[config.mk]
export PLATFORM = sky130hd
export DESIGN_NAME = struct_rec_arbiter_flat
export DESIGN_NICKNAME = d
export VERILOG_FILES = /design/src/rtl/struct_rec_arbiter_if.sv /design/src/rtl/struct_rec_arbiter.sv /design/src/flat_wrapper.sv
export SDC_FILE = /design/constraint.sdc
export NUM_CORES = 1
export LEC_CHECK = 0
export ABC_AREA = 1
export BUFFER_PORTS_ARGS = -buffer_cell sky130_fd_sc_hd__buf_2
export CAP_MARGIN = 20
export CORE_UTILIZATION = 45
export CTS_CLUSTER_SIZE = 20
export DETAILED_ROUTE_END_ITERATION = 8
export MAX_ROUTING_LAYER = met4
export PLACE_DENSITY = 0.91
export SYNTH_ARGS = -nofsm -noshare
export SYNTH_HDL_FRONTEND = slang
export SYNTH_SLANG_ARGS = --single-unit
[constraint.sdc]
create_clock -name clk -period 2.8 [get_ports clk]
set_input_delay 0.28 -clock clk [delete_from_list [all_inputs] [get_ports clk]]
set_output_delay 0.28 -clock clk [all_outputs]
set_load 0.05 [all_outputs]
[src/rtl/struct_rec_arbiter_if.sv]
// ----------------------------------------------------------------------------
// struct_rec_arbiter_if
//  Bundles the request handshake and record/update outputs of the shared-record
//  write controller.
//  Signals:
//   req_valid  NREQ     per-requester write request
//   req_ready  NREQ     per-requester accept (one-hot or zero)
//   req_sel    2*NREQ   field select per requester: 0=x 1=y 2=z 3=illegal
//   req_data   32*NREQ  write data per requester
//   rec_x/y/z  32/1/4   current record fields
//   upd_valid  1        a write committed on the previous edge
//   upd_id     IDW      requester index of that write
//   upd_sel    2        field select of that write
//   err_sel    1        the accepted request carried sel=3 and was dropped
//  Modports: master = requester/consumer side, slave = controller side.
// ----------------------------------------------------------------------------
interface struct_rec_arbiter_if #(
    parameter int NREQ = 4,
    parameter int IDW  = $clog2(NREQ)
) ();
    logic [NREQ-1:0]    req_valid;
    logic [NREQ-1:0]    req_ready;
    logic [2*NREQ-1:0]  req_sel;
    logic [32*NREQ-1:0] req_data;
    logic [31:0]        rec_x;
    logic               rec_y;
    logic [3:0]         rec_z;
    logic               upd_valid;
    logic [IDW-1:0]     upd_id;
    logic [1:0]         upd_sel;
    logic               err_sel;

    modport master (
        output req_valid, req_sel, req_data,
        input  req_ready, rec_x, rec_y, rec_z, upd_valid, upd_id, upd_sel, err_sel
    );

    modport slave (
        input  req_valid, req_sel, req_data,
        output req_ready, rec_x, rec_y, rec_z, upd_valid, upd_id, upd_sel, err_sel
    );
endinterface

[src/rtl/struct_rec_arbiter.sv]
// ----------------------------------------------------------------------------
// struct_rec_arbiter
//  Holds a 3-field record (x: 32b, y: 1b, z: 4b) and commits one field write
//  per cycle from NREQ requesters, granted round-robin over valid/ready.
//  Ports:
//   clk    rising-edge clock
//   rst_n  asynchronous active-low reset (record, pointer, FSM, outputs)
//   bus    struct_rec_arbiter_if.slave: request handshake, record fields and
//          update/error pulses
// ----------------------------------------------------------------------------
module struct_rec_arbiter #(
    parameter int NREQ = 4,
    parameter int IDW  = $clog2(NREQ)
) (
    input  logic                  clk,
    input  logic                  rst_n,
    struct_rec_arbiter_if.slave   bus
);

    localparam logic [IDW-1:0] LAST_IDX = IDW'(NREQ - 1);

    typedef enum logic {IDLE, BUSY} state_t;

    state_t         state, state_n;
    logic [IDW-1:0] gnt, gnt_n;
    logic [IDW-1:0] rr, rr_n;
    logic           accept;
    logic [1:0]     sel_g;
    logic [31:0]    data_g;

    // Explicit wrap so a non-power-of-two NREQ never indexes past NREQ-1.
    function automatic logic [IDW-1:0] wrap_inc(input logic [IDW-1:0] i);
        return (i == LAST_IDX) ? '0 : i + 1'b1;
    endfunction

    // First valid index at or after start, wrapping; start itself ranks first.
    function automatic logic [IDW-1:0] rr_pick(input logic [NREQ-1:0] v,
                                               input logic [IDW-1:0]  start);
        logic [IDW-1:0] idx;
        logic [IDW-1:0] pick;
        logic           found;
        idx   = start;
        pick  = start;
        found = 1'b0;
        for (int k = 0; k < NREQ; k++) begin
            if (!found && v[idx]) begin
                pick  = idx;
                found = 1'b1;
            end
            idx = wrap_inc(idx);
        end
        return pick;
    endfunction

    assign sel_g  = bus.req_sel[int'(gnt)*2 +: 2];
    assign data_g = bus.req_data[int'(gnt)*32 +: 32];

    always_ff @(posedge clk or negedge rst_n) begin
        if (!rst_n) begin
            state <= IDLE;
            gnt   <= '0;
            rr    <= '0;
        end else begin
            state <= state_n;
            gnt   <= gnt_n;
            rr    <= rr_n;
        end
    end

    // Ready is decoded from the registered grant, so it drops the instant
    // reset forces the FSM back to IDLE.
    always_comb begin
        state_n       = state;
        gnt_n         = gnt;
        rr_n          = rr;
        accept        = 1'b0;
        bus.req_ready = '0;
        case (state)
            IDLE: begin
                if (|bus.req_valid) begin
                    gnt_n   = rr_pick(bus.req_valid, rr);
                    state_n = BUSY;
                end
            end
            BUSY: begin
                bus.req_ready[gnt] = 1'b1;
                if (bus.req_valid[gnt]) begin
                    accept = 1'b1;
                    rr_n   = wrap_inc(gnt);
                    // The winner's own still-high valid counts as a fresh
                    // request and is searched last.
                    gnt_n  = rr_pick(bus.req_valid, wrap_inc(gnt));
                end else begin
                    // Granted requester withdrew: no write, re-arbitrate from IDLE.
                    state_n = IDLE;
                end
            end
            default: state_n = IDLE;
        endcase
    end

    always_ff @(posedge clk or negedge rst_n) begin
        if (!rst_n) begin
            bus.rec_x     <= '0;
            bus.rec_y     <= 1'b0;
            bus.rec_z     <= '0;
            bus.upd_valid <= 1'b0;
            bus.upd_id    <= '0;
            bus.upd_sel   <= '0;
            bus.err_sel   <= 1'b0;
        end else begin
            bus.upd_valid <= accept;
            bus.err_sel   <= accept && (sel_g == 2'd3);
            if (accept) begin
                bus.upd_id  <= gnt;
                bus.upd_sel <= sel_g;
                case (sel_g)
                    2'd0:    bus.rec_x <= data_g;
                    2'd1:    bus.rec_y <= data_g[0];
                    2'd2:    bus.rec_z <= data_g[3:0];
                    default: ;
                endcase
            end
        end
    end

endmodule
[src/flat_wrapper.sv]
// flat-port wrapper written by rule: the top's interface ports become plain ports
module struct_rec_arbiter_flat 
#(
    parameter int NREQ = 4,
    parameter int IDW  = $clog2(NREQ)
)
  (clk, rst_n, bus_req_valid, bus_req_sel, bus_req_data, bus_req_ready, bus_rec_x, bus_rec_y, bus_rec_z, bus_upd_valid, bus_upd_id, bus_upd_sel, bus_err_sel);
  struct_rec_arbiter_if #(.NREQ(NREQ), .IDW(IDW)) bus_i ();
  input  logic clk;
  input  logic rst_n;
  input wire logic [$bits(bus_i.req_valid)-1:0] bus_req_valid;
  input wire logic [$bits(bus_i.req_sel)-1:0] bus_req_sel;
  input wire logic [$bits(bus_i.req_data)-1:0] bus_req_data;
  output wire logic [$bits(bus_i.req_ready)-1:0] bus_req_ready;
  output wire logic [$bits(bus_i.rec_x)-1:0] bus_rec_x;
  output wire logic [$bits(bus_i.rec_y)-1:0] bus_rec_y;
  output wire logic [$bits(bus_i.rec_z)-1:0] bus_rec_z;
  output wire logic [$bits(bus_i.upd_valid)-1:0] bus_upd_valid;
  output wire logic [$bits(bus_i.upd_id)-1:0] bus_upd_id;
  output wire logic [$bits(bus_i.upd_sel)-1:0] bus_upd_sel;
  output wire logic [$bits(bus_i.err_sel)-1:0] bus_err_sel;
  assign bus_i.req_valid = bus_req_valid;
  assign bus_i.req_sel = bus_req_sel;
  assign bus_i.req_data = bus_req_data;
  assign bus_req_ready = bus_i.req_ready;
  assign bus_rec_x = bus_i.rec_x;
  assign bus_rec_y = bus_i.rec_y;
  assign bus_rec_z = bus_i.rec_z;
  assign bus_upd_valid = bus_i.upd_valid;
  assign bus_upd_id = bus_i.upd_id;
  assign bus_upd_sel = bus_i.upd_sel;
  assign bus_err_sel = bus_i.err_sel;
  struct_rec_arbiter #(.NREQ(NREQ), .IDW(IDW)) u_core (.clk(clk), .rst_n(rst_n), .bus(bus_i));
endmodule
==> results of run 1 <==
==> area by class of cell <==
type / instances / area, um2
Sequential cell: 48 / 1202
Timing Repair Buffer: 199 / 1023
Fill cell: 707 / 2801
Multi-Input combinational cell: 429 / 1946
Tap cell: 99 / 123.9
Inverter: 27 / 101.3
Clock inverter: 1 / 7.507
Clock buffer: 7 / 86.33
==> per-layer routing <==
layer	up-vias	track usage, %
met5	-	-
met4	0	6.494
met3	21	5.263
met2	188	45.24
met1	1875	31.54
li1	2092	-
==> where the power goes <==
group / switching, mW / leakage, nW / internal (mW)
sequential: 0.264 / 0.556 / 1.05
combinational: 3.23 / 1.80 / 1.25
clock: 0.229 / 0.0445 / 0.201
==> layout by cell type, fill, tap and decap left out, types with 3 or more instances in the layout <==
cell / instances
buf_4: 11
nand2_1: 116
inv_2: 5
ha_1: 5
clkbuf_8: 6
o21ai_1: 4
a21oi_1: 8
nor2_1: 158
inv_1: 22
o22ai_1: 3
dfrtp_1: 47
a31oi_1: 29
nand3_1: 20
o21ai_0: 73
buf_2: 188
==> how the worst max path moves through the flow <==
stage,cells past startpoint,endpoint,startpoint
after floorplan,18,u_core.gnt[0],u_core.gnt[1]
after global placement,13,u_core.gnt[0],u_core.gnt[0]
after detailed placement,10,u_core.bus.rec_x[4],u_core.gnt[0]
after CTS,10,u_core.bus.rec_x[13],u_core.gnt[0]
after global routing,15,u_core.gnt[0],u_core.gnt[0]
final,10,u_core.bus.rec_x[4],u_core.gnt[0]
==> state kept, by name (all words and copies together) (netlist names) <==
signal,count
u_core.bus.upd_sel,2
u_core.bus.err_sel,1
u_core.bus.upd_valid,1
u_core.bus.rec_x,32
u_core.bus.rec_y,1
u_core.gnt,2
u_core.bus.upd_id,2
u_core.bus.rec_z,4
u_core.state,1
u_core.rr,2
==> through the flow <==
step / utilization, % / total power, mW
3_5_place_dp: 60.30 / 5.771
5_1_grt: 61.58 / 6.755
6_report: 61.58 / 6.222
3_3_place_gp: 60.30 / 5.656
4_1_cts: 61.58 / 6.206
2_1_floorplan: - / 4.735
==> logic make-up after synthesis <==
group / count (synthesis) / synth area share [%]
and+or+nand+nor: 298 / 34.12
AOI/OAI and AO/OA: 126 / 21.21
DFF: 48 / 35.29
adders and majority gates: 5 / 1.838
buffers and inverters: 60 / 7.537
==> worst max-delay path, delay by kind of cell (launching register included) <==
kind | cells | cell delay [ns]
buf+inv | 4 | 1.01
flops | 1 | 0.57
compound gates | 4 | 0.62
simple gates | 2 | 0.21
==> metrics, run 1 <==
reg2reg end u_core.bus.rec_x[4]; synthesized flop and latch total 48; Post-CTS Setup Repair Bufs 0; Worst path slowest cell dfrtp_2; clock buffer depth 2; P&R area growth vs syn 31.95%; Non-Filler Instances 810; root buf cell clkbuf_8; DR pass1 iterations 5; post-synthesis sequential area ratio roughly a third; final max-slew violation count 0; H-tree depth 2; routability cong. slightly below 1; CP peak stage delay 0.57 ns; YS warnings 0; Setup crit start kind register; worst-path cell chain inv_2 -> buf_4 -> a21oi_2 -> o21ai_2 -> a21oi_4 -> inv_2 -> nor2_4 -> buf_4 -> nor2_1 -> a31oi_1; core area around 7300 um2; worst skew pair latency 0.30 ns; count leader, synth nor2_1; Die H about 89 um; post-DP HPWL around 8200 um; Placed Cells between 800 and 900; Via Count 4176; setup TNS 0 ns; Register-to-Register Path Depth 10; Final ANT Viol Nets 0; DR WL/cell 12.97 um; vias in the first global route approximately 3600; top post-synthesis cells by count nor2_1, nand2_1, o21ai_0; IO Count between 150 and 200; Req. time, crit path around 3 ns; category of the most critical setup path reg2reg; Least-Margin Pin Slew a little under 0.7 ns; highest routed layer met4; Port Buffer Count 188; worst r2r src u_core.gnt[0]; Die W just under 90 um; nature of the critical path endpoint register; Leak around 2.4 nW; 1st-iter DRT viols around 230; Post-Synthesis Cells between 500 and 600; fin crit share between 90% and 100%; Clock Sink Count 48; die area slightly below 8000 um2; fmax slightly below 400 MHz; crit-path max FO 47; asr flop ratio synth between 90% and 100%; DRC errors left 0; min Tclk post-route around 2.5 ns; status finished, final reports clean; Final nets ~860; hold_buf cts 0; routed wl met2 5280 um; Fin Hold WS 0.003017 ns; finished layout cell area about 4500 um2; Clock Pin Slew Worst Setup and Hold Paths approximately 0.09 ns; Via-to-Cell Ratio about 5.2; min-delay worst type in2async; grt total ovfl 0; metal3 WL ~750 um; CTS tree done; Met1 Wirelength 4321 um; Max Cap Viol 0; Syn Nets 684; largest net degree at the start of global routing between 40 and 50; DP Area roughly 4400 um2; number of flops mapped to enable cells by yosys 0; Netlist Area Pre-Place 3403 um2; Initial Utilization 46.67%; ys flop type dfrtp_1; ant diodes 0; Place WS approximately 0.35 ns; first-pass GRT wire length between 15000 and 20000 um; Slew headroom between 50% and 60%; count of final setup violators 0; Yosys cell types 27; total routed wirelength around 11000 um; total CTS buffers 5; final worst setup slack 0.2767 ns; post-synth top area cell dfrtp_1; Worst Skew about 0.0076 ns; Fin. Hold Viols 0; top cells by area, synth dfrtp_1, nor2_1, nand2_1; Avg Cell Area, Syn around 6.3 um2; All-Layer GR Usage a little over a quarter; post-cts sizing count 0; layout cell share with drive strength beyond 1 31.22%; FF-to-FF setup slack about 0.28 ns; initial antenna violation count 0; PD cells 1385 nW/um2; arrival time at the worst endpoint between 2 and 3 ns; unrepaired setup endpoints after global routing false; Max rail drop VDD a little under 0.7 mV; Synth top area share between 30% and 40%; Cell Rows 31
Power figures use the tool's default switching activity.
==> inputs of run 2 (changes only) <==
--- a/config.mk
+++ b/config.mk
@@ -11,7 +11,6 @@
 export CORE_UTILIZATION = 45
 export CTS_CLUSTER_SIZE = 20
 export DETAILED_ROUTE_END_ITERATION = 8
-export MAX_ROUTING_LAYER = met4
 export PLACE_DENSITY = 0.91
 export SYNTH_ARGS = -nofsm -noshare
 export SYNTH_HDL_FRONTEND = slang
==> run 2 against run 1 <==
  * Design area is 0.56% higher
  * Count of clock-buffer cells in the layout is 1 lower
  * Global-route usage decreased by 0.38 points
  * Worst hold slack gained 0.30 ns
  * Wire length rose by 3.5%
  * Sequential power barely moved
  * Clock skew up 0.0013 ns
  * Core utilization is 0.34 points higher
  * Register-to-register slack got worse by 0.05 ns
  * Power up 1.0%
  * Cell count rose by 0.12%
  * Combinational power grew 1%
  * Largest cell class unchanged
==> metrics, run 2 (synthesis results as in run 1) <==
category of the most critical setup path reg2reg; nature of the critical path endpoint register; Final nets 858 (+0.12%); Clock Sink Count 48 (unchanged); Max rail drop VDD 0.6439 mV (-6.0%); All-Layer GR Usage 25.83% (-0.38 points); IO Count 189 (unchanged); routability cong. 0.9275 (-6.4%); Setup crit start kind register; Least-Margin Pin Slew 0.7090 ns (+0.03208 ns); DR pass1 iterations 5 (unchanged); commonest non-fill, non-tap cell in the layout buf_2; P&R area growth vs syn 32.68%; Worst Skew 0.008944 ns (+0.001304 ns); CTS tree done; total routed wirelength 10870 um (+3.5%); arrival time at the worst endpoint 2.81 ns (+0.07 ns); Leak 2.414 nW (+0.58%); final worst setup slack 0.2315 ns (-0.04520 ns); fin crit share 91.73% (+1.6 points); grt total ovfl 0 (unchanged); largest net degree at the start of global routing 48 (unchanged); Fin. Hold Viols 0 (unchanged); Biggest register u_core.bus.rec_x; crit-path max FO 18 (-62%); post-cts sizing count 0 (unchanged); unrepaired setup endpoints after global routing false; Port Buffer Count 188 (unchanged); DRC errors left 0 (unchanged); Die W 88.97 um (unchanged); Final ANT Viol Nets 0 (unchanged); setup TNS 0 ns (unchanged); Die H 88.97 um (unchanged); min Tclk post-route 2.568 ns (+0.04520 ns); H-tree depth 2 (unchanged); Cell Rows 31 (unchanged); total CTS buffers 5 (unchanged); final max-slew violation count 0 (unchanged); Max Cap Viol 0 (unchanged); Slew headroom 52.56% (-2.1 points); post-DP HPWL 8545 um (+4.0%); 1st-iter DRT viols 219 (-4.4%); worst skew pair latency 0.30 ns (about the same); Place WS 0.3526 ns (+0.007502 ns); layout cell share with drive strength beyond 1 31.32% (+0.097 points); Post-CTS Setup Repair Bufs 0 (unchanged); root buf cell clkbuf_8; count of final setup violators 0 (unchanged); core area 7292 um2 (unchanged); ant diodes 0 (unchanged); Clock Pin Slew Worst Setup and Hold Paths 0.09 ns (about the same); fmax 389.3 MHz (-1.8%); die area 7915 um2 (unchanged); Via Count 4272 (+2.3%); Largest regs u_core.bus.rec_x x32, u_core.bus.rec_z x4; hold_buf cts 1 (+1); Via-to-Cell Ratio 5.268 (+2.2%); max reg flops 32 (unchanged); PD cells 1392 nW/um2 (+0.47%); Initial Utilization 46.67% (unchanged); clock buffer depth 2 (unchanged); DR WL/cell 13.40 um (+3.3%); first-pass GRT wire length 15990 um (+1.6%); Req. time, crit path 3.04 ns (+0.03 ns); status finished, final reports clean; initial antenna violation count 0 (unchanged); most frequent cells in the layout buf_2, nor2_1, nand2_1; vias in the first global route 3630 (+2.2%); min-delay worst type in2reg
-- run 2: worst max-delay path, cell delays in order (launching register included) --
cell and delay [ns]:
dfrtp_2 0.55, ha_1 0.31, nor2_1 0.56, nand2_1 0.20, nand3_1 0.15, nand2_1 0.13, and2_1 0.21, nand2_1 0.08
nand2_1 0.05, nand2_1 0.05, nand2_1 0.04, nand2_1 0.07, nand2_1 0.04, nand2_1 0.05
-- run 2: worst paths after layout --
path / startpoint / slack (ns) / cells past startpoint / end
max in group asynchronous: rst_n / 1.59 / 3 / u_core.bus.rec_x[21]
min in group asynchronous: rst_n / 0.48 / 2 / u_core.bus.rec_x[30]
min: bus_req_data[50] / 0.30 / 3 / u_core.bus.rec_x[18]
max reg2reg: u_core.gnt[0] / 0.23 / 13 / u_core.gnt[0]
min reg2reg: u_core.bus.upd_sel[0] / 0.51 / 2 / u_core.bus.upd_sel[0]
max: u_core.gnt[0] / 0.23 / 13 / u_core.gnt[0]
-- run 2: layout make-up --
cell class              instances  area, um2
clock buffers                   6      82.58
fillers                       696       2776
well taps                      99      123.9
inverters                      27      101.3
multi-input cells             429       1946
repair buffers                200       1046
clock inverters                 2      13.76
flip-flops and latches         48       1202
-- run 2: routing by layer --
metal	wire [um]	track usage, %	share of wire, %	vias to the layer above
met5	0	0	0	-
met4	146	7.071	1.3	0
met3	845	4.155	7.8	21
met2	5534	45.38	51	211
met1	4344	33.14	40	1944
li1	-	-	-	2096
-- run 2: through the flow --
stage               area [um2]  utilization (%)  std cells  hold WS, ns  power (mW)
floorplan                 3403                -        537     -0.01559       4.735
global placement          4409            60.47        802       0.2790       5.664
detailed placement        4409            60.47        802       0.2824       5.806
CTS                       4516            61.93        811       0.2932       6.251
global route              4516            61.93        811       0.3025       6.791
finish                    4516            61.93        811       0.3036       6.286
-- run 2: report_power, final --
| group | total, mW | switching [mW] | internal (mW) |
|---|---|---|---|
| clock network | 0.441 | 0.238 | 0.202 |
| registers | 1.31 | 0.265 | 1.05 |
| logic | 4.53 | 3.26 | 1.27 |
